**src/rtl/poly_pkg.sv**
```systemverilog
// poly_pkg: shared constants for the polynomial evaluator operand loader.
//   LOAD/FIRE/WAIT  loader FSM state encodings
//   IDX_X..IDX_C    operand register indices, in the order words arrive
//   WORD_LENGTH_DEF default operand width
package poly_pkg;
   localparam logic [1:0] LOAD = 2'd0;
   localparam logic [1:0] FIRE = 2'd1;
   localparam logic [1:0] WAIT = 2'd2;
   localparam logic [1:0] IDX_X = 2'd0;
   localparam logic [1:0] IDX_A = 2'd1;
   localparam logic [1:0] IDX_B = 2'd2;
   localparam logic [1:0] IDX_C = 2'd3;
   localparam int WORD_LENGTH_DEF = 8;
endpackage

```
**src/rtl/poly_operand_regfile.sv**
```systemverilog
// poly_operand_regfile: four operand registers written one at a time by index.
//   clk, reset      clock, asynchronous active-high reset (registers clear to 0)
//   we, idx, wd     write enable, target index (0:X 1:A 2:B 3:C), write data
//   x, a, b, c      held operand values
module poly_operand_regfile
   import poly_pkg::*;
#(
   parameter int WORD_LENGTH = WORD_LENGTH_DEF
) (
   input  logic                   clk,
   input  logic                   reset,
   input  logic                   we,
   input  logic [1:0]             idx,
   input  logic [WORD_LENGTH-1:0] wd,
   output logic [WORD_LENGTH-1:0] x,
   output logic [WORD_LENGTH-1:0] a,
   output logic [WORD_LENGTH-1:0] b,
   output logic [WORD_LENGTH-1:0] c
);
   always_ff @(posedge clk or posedge reset)
      if (reset) begin
         x <= '0;
         a <= '0;
         b <= '0;
         c <= '0;
      end else if (we) begin
         x <= idx == IDX_X ? wd : x;
         a <= idx == IDX_A ? wd : a;
         b <= idx == IDX_B ? wd : b;
         c <= idx == IDX_C ? wd : c;
      end
endmodule

```
**src/rtl/poly_operand_loader.sv**
```systemverilog
// poly_operand_loader: collects X, A, B, C over a valid/ready stream, pulses
// start to the control FSM and holds the operands until or_en marks completion.
// Optional watchdog on the WAIT state enabled by macro POLY_LOADER_TIMEOUT_EN.
//   clk, reset          clock, asynchronous active-high reset
//   in_valid, in_data   upstream operand words, order X, A, B, C
//   in_ready            high in LOAD (and not in reset)
//   or_en               evaluation complete; honoured only in WAIT
//   clear_err           synchronous clear of error (watchdog build only)
//   start               one-cycle registered pulse after word C is accepted
//   x_o, a_o, b_o, c_o  held operands
//   busy                high in FIRE and WAIT
//   error               sticky watchdog error (tied 0 without the watchdog)
module poly_operand_loader
   import poly_pkg::*;
#(
   parameter int WORD_LENGTH    = WORD_LENGTH_DEF,
   parameter int TIMEOUT_CYCLES = 15
) (
   input  logic                   clk,
   input  logic                   reset,
   input  logic                   in_valid,
   input  logic [WORD_LENGTH-1:0] in_data,
   output logic                   in_ready,
   input  logic                   or_en,
   input  logic                   clear_err,
   output logic                   start,
   output logic [WORD_LENGTH-1:0] x_o,
   output logic [WORD_LENGTH-1:0] a_o,
   output logic [WORD_LENGTH-1:0] b_o,
   output logic [WORD_LENGTH-1:0] c_o,
   output logic                   busy,
   output logic                   error
);
   logic [1:0] state;
   logic [1:0] word_cnt;
   logic       xfer;
   logic       timeout;

   // in_ready is masked by reset because state already reads LOAD while reset is held
   assign in_ready = state == LOAD && !reset;
   assign xfer     = in_valid && in_ready;
   assign busy     = state != LOAD;

`ifdef POLY_LOADER_TIMEOUT_EN
   localparam int TW = $clog2(TIMEOUT_CYCLES + 1);
   logic [TW-1:0] wd_cnt;
   // counter is 0 on the first WAIT cycle, so it reads TIMEOUT_CYCLES-1 on the
   // TIMEOUT_CYCLES-th WAIT cycle; or_en on that same cycle takes priority
   assign timeout = state == WAIT && !or_en && wd_cnt == TW'(TIMEOUT_CYCLES - 1);
   always_ff @(posedge clk or posedge reset)
      if (reset) begin
         wd_cnt <= '0;
         error  <= 1'b0;
      end else begin
         wd_cnt <= state == WAIT ? wd_cnt + TW'(1) : '0;
         error  <= timeout ? 1'b1 : clear_err ? 1'b0 : error;
      end
`else
   logic unused;
   assign unused  = clear_err | (TIMEOUT_CYCLES < 7);
   assign timeout = 1'b0;
   assign error   = 1'b0;
`endif

   always_ff @(posedge clk or posedge reset)
      if (reset) begin
         state    <= LOAD;
         word_cnt <= 2'd0;
         start    <= 1'b0;
      end else begin
         start    <= xfer && word_cnt == IDX_C;
         word_cnt <= xfer ? word_cnt + 2'd1 : word_cnt;
         state    <= state == LOAD ? (xfer && word_cnt == IDX_C ? FIRE : LOAD) :
                     state == FIRE ? WAIT :
                     (or_en || timeout) ? LOAD : WAIT;
      end

   poly_operand_regfile #(.WORD_LENGTH(WORD_LENGTH)) u_regfile (
      .clk  (clk),
      .reset(reset),
      .we   (xfer),
      .idx  (word_cnt),
      .wd   (in_data),
      .x    (x_o),
      .a    (a_o),
      .b    (b_o),
      .c    (c_o)
   );
endmodule

```
**config.mk**
```make
export PLATFORM = sky130hd
export DESIGN_NAME = poly_operand_loader
export DESIGN_NICKNAME = d
export VERILOG_FILES = /design/src/rtl/poly_pkg.sv /design/src/rtl/poly_operand_regfile.sv /design/src/rtl/poly_operand_loader.sv
export SDC_FILE = /design/constraint.sdc
export NUM_CORES = 1
export LEC_CHECK = 0
export CORE_ASPECT_RATIO = 0.6
export CORE_MARGIN = 2
export CORE_UTILIZATION = 45
export CTS_CLUSTER_DIAMETER = 200
export DETAILED_ROUTE_END_ITERATION = 16
export DONT_BUFFER_PORTS = 1
export RECOVER_POWER = 25
export SETUP_SLACK_MARGIN = 0.1
export SLEW_MARGIN = 40
export SYNTH_ARGS = -nofsm -noshare
export SYNTH_HDL_FRONTEND = slang
export SYNTH_SLANG_ARGS = --single-unit
```
**constraint.sdc**
```tcl
create_clock -name clk -period 1.5 [get_ports clk]
set_input_delay 0.3 -clock clk [delete_from_list [all_inputs] [get_ports clk]]
set_output_delay 0.3 -clock clk [all_outputs]
set_load 0.02 [all_outputs]
```
==> summary.md, run 1 <==
| Metric | Value |
|---|---|
| CP cell instances | `buf_4 > or2_4 > nor2_4 > buf_6` |
| Antenna cells | `0` |
| RSZ-0062 raised after global routing | `yes` |
| Cell area power density | `2260 nW/um2` |
| RR Startpoint | `state[0]` |
| Post-synth top flop | `dfrtp_1` |
| WL/cell | `17.9 um` |
| TritonCTS clock tree | `built` |
| Die width | `77.4 um` |
| WP data required | `between 1 and 1.5 ns` |
| Final setup fails | `33` |
| Clk pwr share | `between 10% and 20%` |
| Pre-Repair DR Iteration Count | `4` |
| Largest net degree at the start of global routing | `38` |
| Final Skew | `0.00433 ns` |
| All-layer global routing usage | `15.4%` |
| Syn Inst Count | `92` |
| Hold Violations, Final | `0` |
| CTS max path bufs | `2` |
| Clock period minus worst slack | `1.57 ns` |
| Fillcell total | `250` |
| P_sw | `1.57 mW` |
| Status | `finished, violations left` |
| Nets | `approximately 130` |
| Worst Hold Depth | `1` |
| Final weighted congestion in routability-driven placement | `0.644` |
| Routed WL | `2710 um` |
| Asr flop ratio synth | `100%` |
| CP max stage cell | `dfrtp_1` |
| # port buffers | `0` |
| H-tree depth | `2` |
| Vias in the first global route | `855` |
| Post-synth cell types | `15` |
| P&R area growth vs syn | `18.6%` |
| WP data arrival | `roughly 1.3 ns` |
| Root Buffer | `clkbuf_8` |
| Core region area | `slightly below 3000 um2` |
| Most frequent cells after synthesis | `dfrtp_1 (37), mux2_2 (32), inv_1 (5)` |
| Power Total | `3.91 mW` |
| Synth area leaders | `dfrtp_1 (64%), mux2_2 (25%), ha_1 (3.4%)` |
| DRC viols | `0` |
| Die area | `3720 um2` |
| Yosys warns | `0` |
| Vias | `~760` |
| CTS buffer count | `5` |
| Via density | `5.01` |
| Yosys reg bits | `37` |
| PnR worst setup slack | `-0.0673 ns` |
| CTS clk-pin slew, worst paths | `around 0.070 ns` |
| Hold Path Origin | `or_en` |
| Worst-path fanout max | `2` |
| Post-synth EDFFs | `0` |
| R2r endpoint | `u_regfile.x[6]` |
| # rows | `15` |
| Average size of a mapped cell | `15.8 um2` |
| Max incr delay on CP | `0.38 ns` |
| Mapped Area | `roughly 1500 um2` |
| Slew HR | `between 40% and 50%` |
| Pint | `2.34 mW` |
| Failing checks | `negative setup slack` |
| CP endpoint kind | `output pin` |
| Worst Reg-to-Reg Cells | `5` |
| Reg area | `around 930 um2` |
| Fin crit share | `104%` |
| Syn nets | `109` |
| Fin Setup TNS | `-1.12 ns` |
| Critical Path Source Type | `flop` |
| Logic gate share of total power | `23.2%` |
| Most frequent cell after synthesis | `dfrtp_1` |
| Leading area contributor after synthesis | `dfrtp_1` |
| Hold Crit Endpoint | `state[1]` |
| Max Clock Freq | `638 MHz` |
| Clock Sinks | `37` |
| DPL Wire Length | `between 1500 and 2000 um` |
| R2r setup slk | `-0.06 ns` |
| Least-Margin Pin Slew | `0.886 ns` |
| GR Overflow Total | `0` |
| Flop pwr share | `59.8%` |
| Static Leak | `0.820 nW` |
| Max-slew violation count | `0` |
| Die span in y | `about 48 um` |
| Layout cells sized above 1 | `a little over half` |
| Worst VDD drop | `925 uV` |
| Min-delay worst type | `input pin to flop` |
| Initial antenna violation count | `0` |
| Initial DRC Count | `16` |
| Multi-input logic area | `546 um2` |
| Clock latency on the worst-skew pair | `around 0.28 ns` |
| Starting Density | `48.8%` |
| First-pass GRT wire length | `4040 um` |
| I/O pin total | `49` |
| Sequential fraction of the synthesis area | `63.6%` |
| Setup CP Type | `flop to output pin` |
| Cts-stage hold buffer count | `0` |
| Switching share of power | `40.2%` |
| Top-area cell type share of the netlist area | `a little under two thirds` |
| DRT antenna net count | `0` |
| Max_cap viols | `0` |
worst max-delay path by stage:
stage	startpoint	endpoint	slack, ns
after floorplan	state[0]	u_regfile.c[0]	-0.09
after global placement	state[0]	u_regfile.a[1]	-0.03
after detailed placement	state[0]	u_regfile.a[6]	-0.03
after CTS	state[0]	in_ready	-0.07
after global routing	state[0]	u_regfile.b[6]	-0.11
final	state[0]	in_ready	-0.07
final cells by class:
cell class,instances,share of cell area [%]
sequential,37,53.6
multi-input combinational,48,31.6
timing repair buffer,10,5.29
clock buffer,5,3.99
tap,42,3.04
inverter,6,1.45
clock inverter,3,1.01
cell usage in the layout, fill, tap and decap left out, types with 2 or more instances in the layout:
cell type / Yosys / final
ha_1: 4 / 4
buf_6: 0 / 5
clkinv_2: 0 / 2
mux2_4: 0 / 3
clkbuf_8: 0 / 5
mux2_2: 32 / 29
buf_4: 1 / 4
dfrtp_1: 37 / 37
inv_1: 5 / 5
nand2_4: 0 / 2
registers in the layout, indices dropped and copies added, names as in the netlist:
register / count
u_regfile.a: 8
word_cnt: 2
state: 2
u_regfile.c: 8
u_regfile.x: 8
start: 1
u_regfile.b: 8
power by group through the flow:
stage | clock network (mW) | registers [mW] | logic (mW)
6_report | 0.663 | 2.34 | 0.906
5_1_grt | 0.730 | 2.39 | 0.987
4_1_cts | 0.676 | 2.35 | 0.884
3_5_place_dp | 0 | 2.37 | 0.768
3_3_place_gp | 0 | 2.35 | 0.732
2_1_floorplan | 0 | 2.26 | 0.633
cells by family after synthesis:
group / synth area share [%]
multiplexers: 25.4
AND/OR/NAND/NOR: 4.29
adder cells (fa/ha/maj): 3.44
flip-flops: 63.6
AO/OA/AOI/OAI: 0.343
XOR/XNOR: 0.601
buffers and inverters: 2.06
other: 0.257
layer usage:
layer  part of all wire [%]  routed length (um)  GRT usage (%)
met4                    1.1                  29           6.43
met2                     48                1290           26.4
met5                      0                   0              0
met3                    8.5                 229           7.36
met1                     43                1160           17.3
what timing repair did:
item | CTS | global route
buffers inserted | 2 | 0
pin swaps | 3 | 0
setup endpoints to repair | 32 | 36
resized for setup | 13 | 4
through the flow:
step / instances / utilization [%] / worst slack [ns] / hold slack (ns) / instance area, um2
global route: 151 / 57.9 / -0.110 / 0.108 / 1730
finish: 151 / 57.9 / -0.0673 / 0.115 / 1730
CTS: 151 / 57.6 / -0.0670 / 0.0408 / 1720
detailed placement: 141 / 52.3 / -0.0318 / 0.348 / 1560
floorplan: 92 / - / -0.0880 / 0.393 / 1460
global placement: 141 / 52.3 / -0.0295 / 0.324 / 1560
worst max-delay path, delay by kind of cell, from the launching register on:
family / cells / cell delay (ns)
flip-flops: 1 / 0.38
buffers and inverters: 2 / 0.26
AND/OR/NAND/NOR: 2 / 0.35
(Power assumes the default switching activity.)
==> run 2, diff against run 1 <==
- SETUP_SLACK_MARGIN: 0.1 -> default
==> summary.md, run 2 (synthesis gave the netlist of run 1 again) <==
| Metric | Value |
|---|---|
| Design area | `1690 um2 (-2.2%)` |
| Routed WL | `2610 um (-3.7%)` |
| Static Leak | `0.785 nW (-4.2%)` |
| Starting Density | `48.8% (unchanged)` |
| Worst Reg-to-Reg Cells | `5 (unchanged)` |
| I/O pin total | `49 (unchanged)` |
| CTS buffer count | `5 (unchanged)` |
| Top delay family on crit path | `flip-flops` |
| Die area | `3720 um2 (unchanged)` |
| First-pass GRT wire length | `4040 um (unchanged)` |
| TritonCTS clock tree | `built` |
| Critical Path Source Type | `flop` |
| Sum of buffers and inverters on the critical path | `1 (-1)` |
| Status | `finished, final reports clean` |
| Pre-Repair DR Iteration Count | `4 (unchanged)` |
| DRC viols | `0 (unchanged)` |
| Hold Violations, Final | `0 (unchanged)` |
| Most common cell after layout, fill and taps aside | `dfrtp_1` |
| DP Cell Count | `139 (-1.4%)` |
| WL/cell | `17.5 um (-2.4%)` |
| Non-filler cells, final | `149 (-1.3%)` |
| Vias | `753 (-0.40%)` |
| Max incr delay on CP | `0.42 ns (+0.04 ns)` |
| Worst VDD drop | `1060 uV (+15%)` |
| Fin crit share | `98.5% (-6.0 points)` |
| Worst path depth | `3 (-1)` |
| Max Clock Freq | `677 MHz (+6.1%)` |
| Setup CP Type | `flop to output pin` |
| RSZ-0062 raised after global routing | `yes` |
| CP max stage cell | `dfrtp_1` |
| CP cell instances | `or2_4 > nor2_4 > buf_6` |
| H-tree depth | `2 (unchanged)` |
| Die width | `77.4 um (unchanged)` |
| Fillcell total | `243 (-2.8%)` |
| DPL Wire Length | `1860 um (-0.96%)` |
| Final Util | `56.6% (-1.3 points)` |
| Cell area power density | `2260 nW/um2 (-0.27%)` |
| Area post-placement | `1560 um2 (-0.16%)` |
| CP Capture Point | `in_ready` |
| Worst-path fanout max | `3 (+1)` |
| Vias in the first global route | `791 (-7.5%)` |
| CP endpoint kind | `output pin` |
| Die span in y | `48.1 um (unchanged)` |
| WP data arrival | `1.18 ns (-0.09 ns)` |
| R2r endpoint | `u_regfile.c[4]` |
| All-layer global routing usage | `15.6% (+0.17 points)` |
| Initial antenna violation count | `0 (unchanged)` |
| Slew HR | `66.2% (+25 points)` |
| Initial DRC Count | `33 (+17)` |
| # port buffers | `0 (unchanged)` |
| Core region area | `2980 um2 (unchanged)` |
| Critical Path Source | `state[0]` |
| Via density | `5.05 (+0.94%)` |
| Clock period minus worst slack | `1.48 ns (-0.0895 ns)` |
| GR Overflow Total | `0 (unchanged)` |
| Layout cells sized above 1 | `50.5% (-2.7 points)` |
| Final setup fails | `0 (-100%)` |
| Least-Margin Pin Slew | `0.507 ns (-0.380 ns)` |
| Clock latency on the worst-skew pair | `0.28 ns (about the same)` |
| Max_cap viols | `0 (unchanged)` |
| WP data required | `1.20 ns (about the same)` |
| P&R area growth vs syn | `15.9%` |
| Fin Setup TNS | `0 ns (+1.12 ns)` |
| Nets | `124 (-0.80%)` |
| Largest net degree at the start of global routing | `27 (-29%)` |
| Antenna cells | `0 (unchanged)` |
| Min-delay worst type | `input pin to flop` |
| Final Skew | `0.00420 ns (-0.000130 ns)` |
| Max-slew violation count | `0 (unchanged)` |
| R2r setup slk | `0.03 ns (+0.09 ns)` |
| Most frequent cells in the layout | `dfrtp_1 (37), mux2_2 (32), clkbuf_8 (6), inv_1 (5), buf_4 (5)` |
| Root Buffer | `clkbuf_8` |
| CTS max path bufs | `2 (unchanged)` |
| RR Startpoint | `state[0]` |
| CTS clk-pin slew, worst paths | `0.07 ns (about the same)` |
| DRT antenna net count | `0 (unchanged)` |
| Final weighted congestion in routability-driven placement | `0.680 (+5.6%)` |
| Clock Sinks | `37 (unchanged)` |
| # rows | `15 (unchanged)` |
| Power Total | `3.81 mW (-2.5%)` |
## run 2: cell count changes in the layout (fill, tap and decap cells not counted), moves of 2 or more
cell / change
mux2_2: +3
mux2_4: -3
buf_6: -3
clkinv_2: -2
nand2_2: +3
nand2_4: -2
## run 2: worst min path at each step
stage,slack (ns),cells past startpoint,to,from
finish,0.10,1,state[1],or_en
global placement,0.24,1,state[1],reset
CTS,0.09,1,state[1],or_en
detailed placement,0.24,1,u_regfile.c[7],reset
floorplan,0.39,1,state[1],or_en
global route,0.1,1,state[1],or_en
## run 2: final cells by class
| type | count | area (um2) | share of cell area [%] |
|---|---|---|---|
| flip-flops and latches | 37 | 926 | 54.9 |
| multi-input cells | 48 | 510 | 30.2 |
| repair buffers | 9 | 90.1 | 5.34 |
| clock buffers | 7 | 86.3 | 5.11 |
| well taps | 42 | 52.6 | 3.11 |
| inverters | 6 | 22.5 | 1.33 |
## run 2: layer usage
| metal | global-route usage (%) | part of all wire [%] |
|---|---|---|
| met1 | 17.9 | 44 |
| met2 | 25.4 | 46 |
| met3 | 8.30 | 9.3 |
| met4 | 6.43 | 0.54 |
| met5 | 0 | 0 |
## run 2: through the flow
step	worst slack [ns]	hold slack [ns]
final	0.0222	0.103
after global routing	-0.0334	0.0999
after CTS	-0.0180	0.0928
after detailed placement	-0.00248	0.241
after global placement	0.0255	0.242
after floorplan	-0.0902	0.393
## run 2: timing repair
item / 4_1_cts / 5_1_grt
resized for setup: 2 / 3
endpoints found under the hold margin: 11 / 0
setup buffers: 1 / 1
hold buffers: 1 / 0
endpoints found under the setup margin: 15 / 32
## run 2: power by group
group          internal (mW)  switching (mW)
combinational          0.489           0.300
clock                  0.364           0.316
sequential              1.47           0.870
